File: config.mk
export PLATFORM = sky130hd
export DESIGN_NAME = sram_ctrl
export DESIGN_NICKNAME = d
export VERILOG_FILES = /design/src/rtl/sram_ctrl.sv
export SDC_FILE = /design/constraint.sdc
export NUM_CORES = 1
export LEC_CHECK = 0
export CAP_MARGIN = 40
export CORE_MARGIN = 2
export CORE_UTILIZATION = 25
export CTS_CLUSTER_SIZE = 10
export DETAILED_ROUTE_END_ITERATION = 10
export PLACE_DENSITY = 0.49
export SYNTH_ARGS = -nofsm -noshare
export SYNTH_HDL_FRONTEND = slang
export SYNTH_SLANG_ARGS = --single-unit
export TNS_END_PERCENT = 100
File: constraint.sdc
create_clock -name clk -period 4.2 [get_ports clk]
set_input_delay 0.84 -clock clk [delete_from_list [all_inputs] [get_ports clk]]
set_output_delay 0.84 -clock clk [all_outputs]
set_load 0.005 [all_outputs]
File: src/rtl/sram_ctrl.sv
// Request/response front-end for a bit-cell array: registered selects/strobes,
// 2-cycle read with held response, and a word-by-word hardware clear sequencer.
module sram_ctrl #(
   parameter int  ROWS       = 64,
   parameter int  COLS       = 64,
   parameter int  DATA_WIDTH = 8,
   localparam int WPR        = COLS / DATA_WIDTH,
   localparam int WORDS      = ROWS * WPR,
   localparam int ADDR_W     = $clog2(WORDS),
   localparam int COL_W      = $clog2(WPR),
   localparam int ROW_W      = $clog2(ROWS)
) (
   input  logic                  clk,
   input  logic                  rst,
   input  logic                  req_valid,
   output logic                  req_ready,
   input  logic                  req_write,
   input  logic [ADDR_W-1:0]     req_addr,
   input  logic [DATA_WIDTH-1:0] req_wdata,
   input  logic [DATA_WIDTH-1:0] req_wmask,
   output logic                  rsp_valid,
   input  logic                  rsp_ready,
   output logic [DATA_WIDTH-1:0] rsp_rdata,
   input  logic                  clear_start,
   output logic                  clear_busy,
   output logic [ROW_W-1:0]      arr_row_select,
   output logic [COL_W-1:0]      arr_col_select,
   output logic [DATA_WIDTH-1:0] arr_write_enable,
   output logic [DATA_WIDTH-1:0] arr_data_in,
   input  logic [DATA_WIDTH-1:0] arr_data_out
);

   typedef enum logic [1:0] {IDLE, ACCESS, RESP, CLEAR} state_t;

   state_t                state_q, state_d;
   logic [ROW_W-1:0]      row_q, row_d;
   logic [COL_W-1:0]      col_q, col_d;
   logic [DATA_WIDTH-1:0] we_q, we_d;
   logic [DATA_WIDTH-1:0] din_q, din_d;
   logic [DATA_WIDTH-1:0] rdata_q, rdata_d;
   logic                  rsp_valid_q, rsp_valid_d;
   logic                  is_wr_q, is_wr_d;
   logic [ADDR_W-1:0]     cnt_q, cnt_d;

   always_ff @(posedge clk or posedge rst) begin
      if (rst) begin
         state_q     <= IDLE;
         row_q       <= '0;
         col_q       <= '0;
         we_q        <= '0;
         din_q       <= '0;
         rdata_q     <= '0;
         rsp_valid_q <= 1'b0;
         is_wr_q     <= 1'b0;
         cnt_q       <= '0;
      end else begin
         state_q     <= state_d;
         row_q       <= row_d;
         col_q       <= col_d;
         we_q        <= we_d;
         din_q       <= din_d;
         rdata_q     <= rdata_d;
         rsp_valid_q <= rsp_valid_d;
         is_wr_q     <= is_wr_d;
         cnt_q       <= cnt_d;
      end
   end

   always_comb begin
      state_d     = state_q;
      row_d       = row_q;
      col_d       = col_q;
      we_d        = we_q;
      din_d       = din_q;
      rdata_d     = rdata_q;
      rsp_valid_d = rsp_valid_q;
      is_wr_d     = is_wr_q;
      cnt_d       = cnt_q;
      case (state_q)
         IDLE: begin
            // clear_start wins; a coincident request simply stays pending
            if (clear_start) begin
               state_d        = CLEAR;
               cnt_d          = '0;
               {row_d, col_d} = '0;
               we_d           = '1;
               din_d          = '0;
            end else if (req_valid) begin
               state_d        = ACCESS;
               {row_d, col_d} = req_addr;
               is_wr_d        = req_write;
               we_d           = req_write ? req_wmask : '0;
               din_d          = req_write ? req_wdata : '0;
            end
         end
         ACCESS: begin
            we_d  = '0;
            din_d = '0;
            if (is_wr_q) begin
               state_d = IDLE;
            end else begin
               rdata_d     = arr_data_out;
               rsp_valid_d = 1'b1;
               state_d     = RESP;
            end
         end
         RESP: begin
            if (rsp_ready) begin
               rsp_valid_d = 1'b0;
               state_d     = IDLE;
            end
         end
         CLEAR: begin
            if (cnt_q == ADDR_W'(WORDS - 1)) begin
               we_d    = '0;
               state_d = IDLE;
            end else begin
               cnt_d          = cnt_q + 1'b1;
               {row_d, col_d} = cnt_q + 1'b1;
            end
         end
         default: state_d = IDLE;
      endcase
   end

   assign req_ready        = (state_q == IDLE) && !clear_start && !rst;
   assign rsp_valid        = rsp_valid_q;
   assign rsp_rdata        = rdata_q;
   assign clear_busy       = (state_q == CLEAR);
   assign arr_row_select   = row_q;
   assign arr_col_select   = col_q;
   assign arr_write_enable = we_q;
   assign arr_data_in      = din_q;

endmodule

==> metrics <==
Post-DP HPWL=4.14 mm; Worst Skew=0.00195 ns; Worst R2R Path Depth=8; fin util=35.9%; Port Buf Inserts=74; Critical Path Start Type=input pin; flop-to-flop setup slack=1.89 ns; synth unique cells=37; worst-path fanout max=7; endpoints failing hold=0; maxcap violations=0; Critical Path RT=3.36 ns; switching share of power=34.3%; RSZ-0062 raised after global routing=no; Switch Pwr=0.695 mW; Internal Pwr Total=1.33 mW; Yosys top cell by area=dfrtp_1; drt drc=0; layout cells sized above 1=12.8%; Die Area=9990 sq um; WHS=0.488 ns; pin count of the biggest net entering global routing=32; cell count after synthesis=231; Yosys reg bits=46; reg-to-reg endpoint=cnt_q[6]; post-CTS sizing=0; FFs w/ async S/R, synth=100%; Synth Net Count=278; initial core utilization=25.4%; TritonCTS clock tree=yes; Slew Viols, Final=0; antenna violations before repair=0; most common cell after layout, fill and taps aside=clkdlybuf4s50_1; # clock sinks=46; most frequent cells in the layout=clkdlybuf4s50_1 (74), dfrtp_1 (46), nand2_1 (38), o21ai_0 (26), nor2_1 (20); Power Total=2.03 mW; CTS Root Cell=clkbuf_8; clk slew on worst S/H paths=0.08 ns; Post-synth EDFFs=0; Final Routed Wirelength=5.70 mm; CTS Buf Count=5; P&R area growth vs syn=41.4%; sequential power share=35.3%; status=finished clean; reg2reg start=cnt_q[0]; Setup crit end=req_ready; post-synth top area share=50.0%; fin cells=416; die span in x=99.9 um; Worst Hold Class=reg2reg; CP startpoint=clear_start; DIE HEIGHT=99.9 um; post-synthesis sequential area ratio=50.0%; Worst-Skew Late Latency=0.29 ns; Yosys warnings=0; wire per inst=13.7 um; vias in the first global route=1,910; worst slew pin tran=0.651 ns; H-Tree Depth=2; placed cell count=408; critical path capture point type=output pin; Max-slew headroom=56.6%; clk buf depth=2; Critical Path AT=2.06 ns; drt pass-1 iters=4; setup total negative slack=0 ns; main flop type after synthesis=dfrtp_1; drt via density=4.56; hold bufs inserted after CTS=0; Max IR drop VDD=0.227 mV; NumNets Final=351; Fill cells=910; initial DRC count=84; # diodes=0; Tcrit/Tclk final=68.9%; final setup fails=0; Post-Syn Area=2300 sq um; overall routing resource usage=12.0%; combinational share of power=50.6%; # Post-CTS Setup Buffers=0; f_max=345 MHz; Core ar.=9060 sq um; FP Rows=35; gr ovfl total=0; gpl congestion=0.713; I/O pins=75; syn avg cell area=9.96 sq um; remaining antenna violation count=0; via count=1,895; global-route wire length before repair=9.48 mm; clock power share=14.1%; Setup CP Type=in2out; P_leak=1.35 nW; PD cells=622 nW/um^2; top post-synthesis cells by area=dfrtp_1 (50%), mux2_2 (8.3%), nand2_1 (6.2%); min cycle time layout=2.90 ns
==> through the flow <==
| step | setup slack, ns | area, sq um |
|---|---|---|
| 4_1_cts | 1.29 | 3250 |
| 3_5_place_dp | 1.29 | 3160 |
| 5_1_grt | 1.24 | 3250 |
| 3_3_place_gp | 1.30 | 3140 |
| 2_1_floorplan | 2.10 | 2300 |
| 6_report | 1.30 | 3250 |
==> cells in the mapped netlist (3+ instances only) <==
library cell and count:
dfrtp_1 46, nand2_1 38, o21ai_0 26, nor2_1 20
a21oi_1 18, mux2_2 17, ha_1 8, inv_1 7
buf_2 6, a31oi_1 4, o21a_1 4, clkbuf_1 3
nand2b_1 3
==> registers in the layout (all words and copies together) (netlist names) <==
register / count
arr_col_select: 3
rsp_rdata: 8
arr_row_select: 6
cnt_q: 9
arr_write_enable: 8
arr_data_in: 8
is_wr_q: 1
state_q: 2
rsp_valid: 1
==> per-layer routing <==
metal,track usage (%),vias to the layer above,part of all wire (%)
met5,0,-,0
met4,3.79,0,0.95
met2,18.1,57,44
met3,3.97,5,7.2
li1,-,945,-
met1,16.4,888,48
==> cell families after synthesis <==
kind of cell	after synthesis	share of synthesized area [%]
compound gates	60	15.8
xor+xnor	3	1.14
fa+ha+maj	8	4.35
buf+inv	18	3.43
flops	46	50.0
mux	19	9.19
simple gates	77	16.0
==> power groups by stage <==
stage	Combinational, mW	Clock, mW	Sequential (mW)
final	1.03	0.285	0.715
after global routing	1.14	0.319	0.741
after CTS	1.05	0.299	0.719
after detailed placement	1.05	0	0.725
after global placement	1.03	0	0.723
after floorplan	0.567	0	0.727
==> how the worst min path moves through the flow <==
stage,from,to,slack [ns],cells past startpoint
after floorplan,cnt_q[8],cnt_q[8],0.46,2
after global placement,arr_data_in[0],arr_data_in[0],0.46,2
after detailed placement,arr_data_in[3],arr_data_in[3],0.47,2
after CTS,arr_data_in[1],arr_data_in[1],0.50,2
after global routing,rsp_rdata[5],rsp_rdata[5],0.53,1
final,arr_data_in[3],arr_data_in[3],0.49,2
==> layout make-up <==
class | count | area (sq um) | share of cell area, %
tap | 111 | 139 | 4.27
timing repair buffer | 77 | 776 | 23.8
sequential | 46 | 1150 | 35.4
clock inverter | 1 | 5.00 | 0.154
clock buffer | 7 | 86.3 | 2.65
inverter | 7 | 26.3 | 0.807
multi-input combinational | 167 | 1070 | 32.9
==> critical path, cell delays in order <==
cell	delay [ns]
clkdlybuf4s50_1	0.42
nand2b_4	0.20
nor2_1	0.10
clkdlybuf4s50_1	0.50
(Power assumes the default switching activity.)
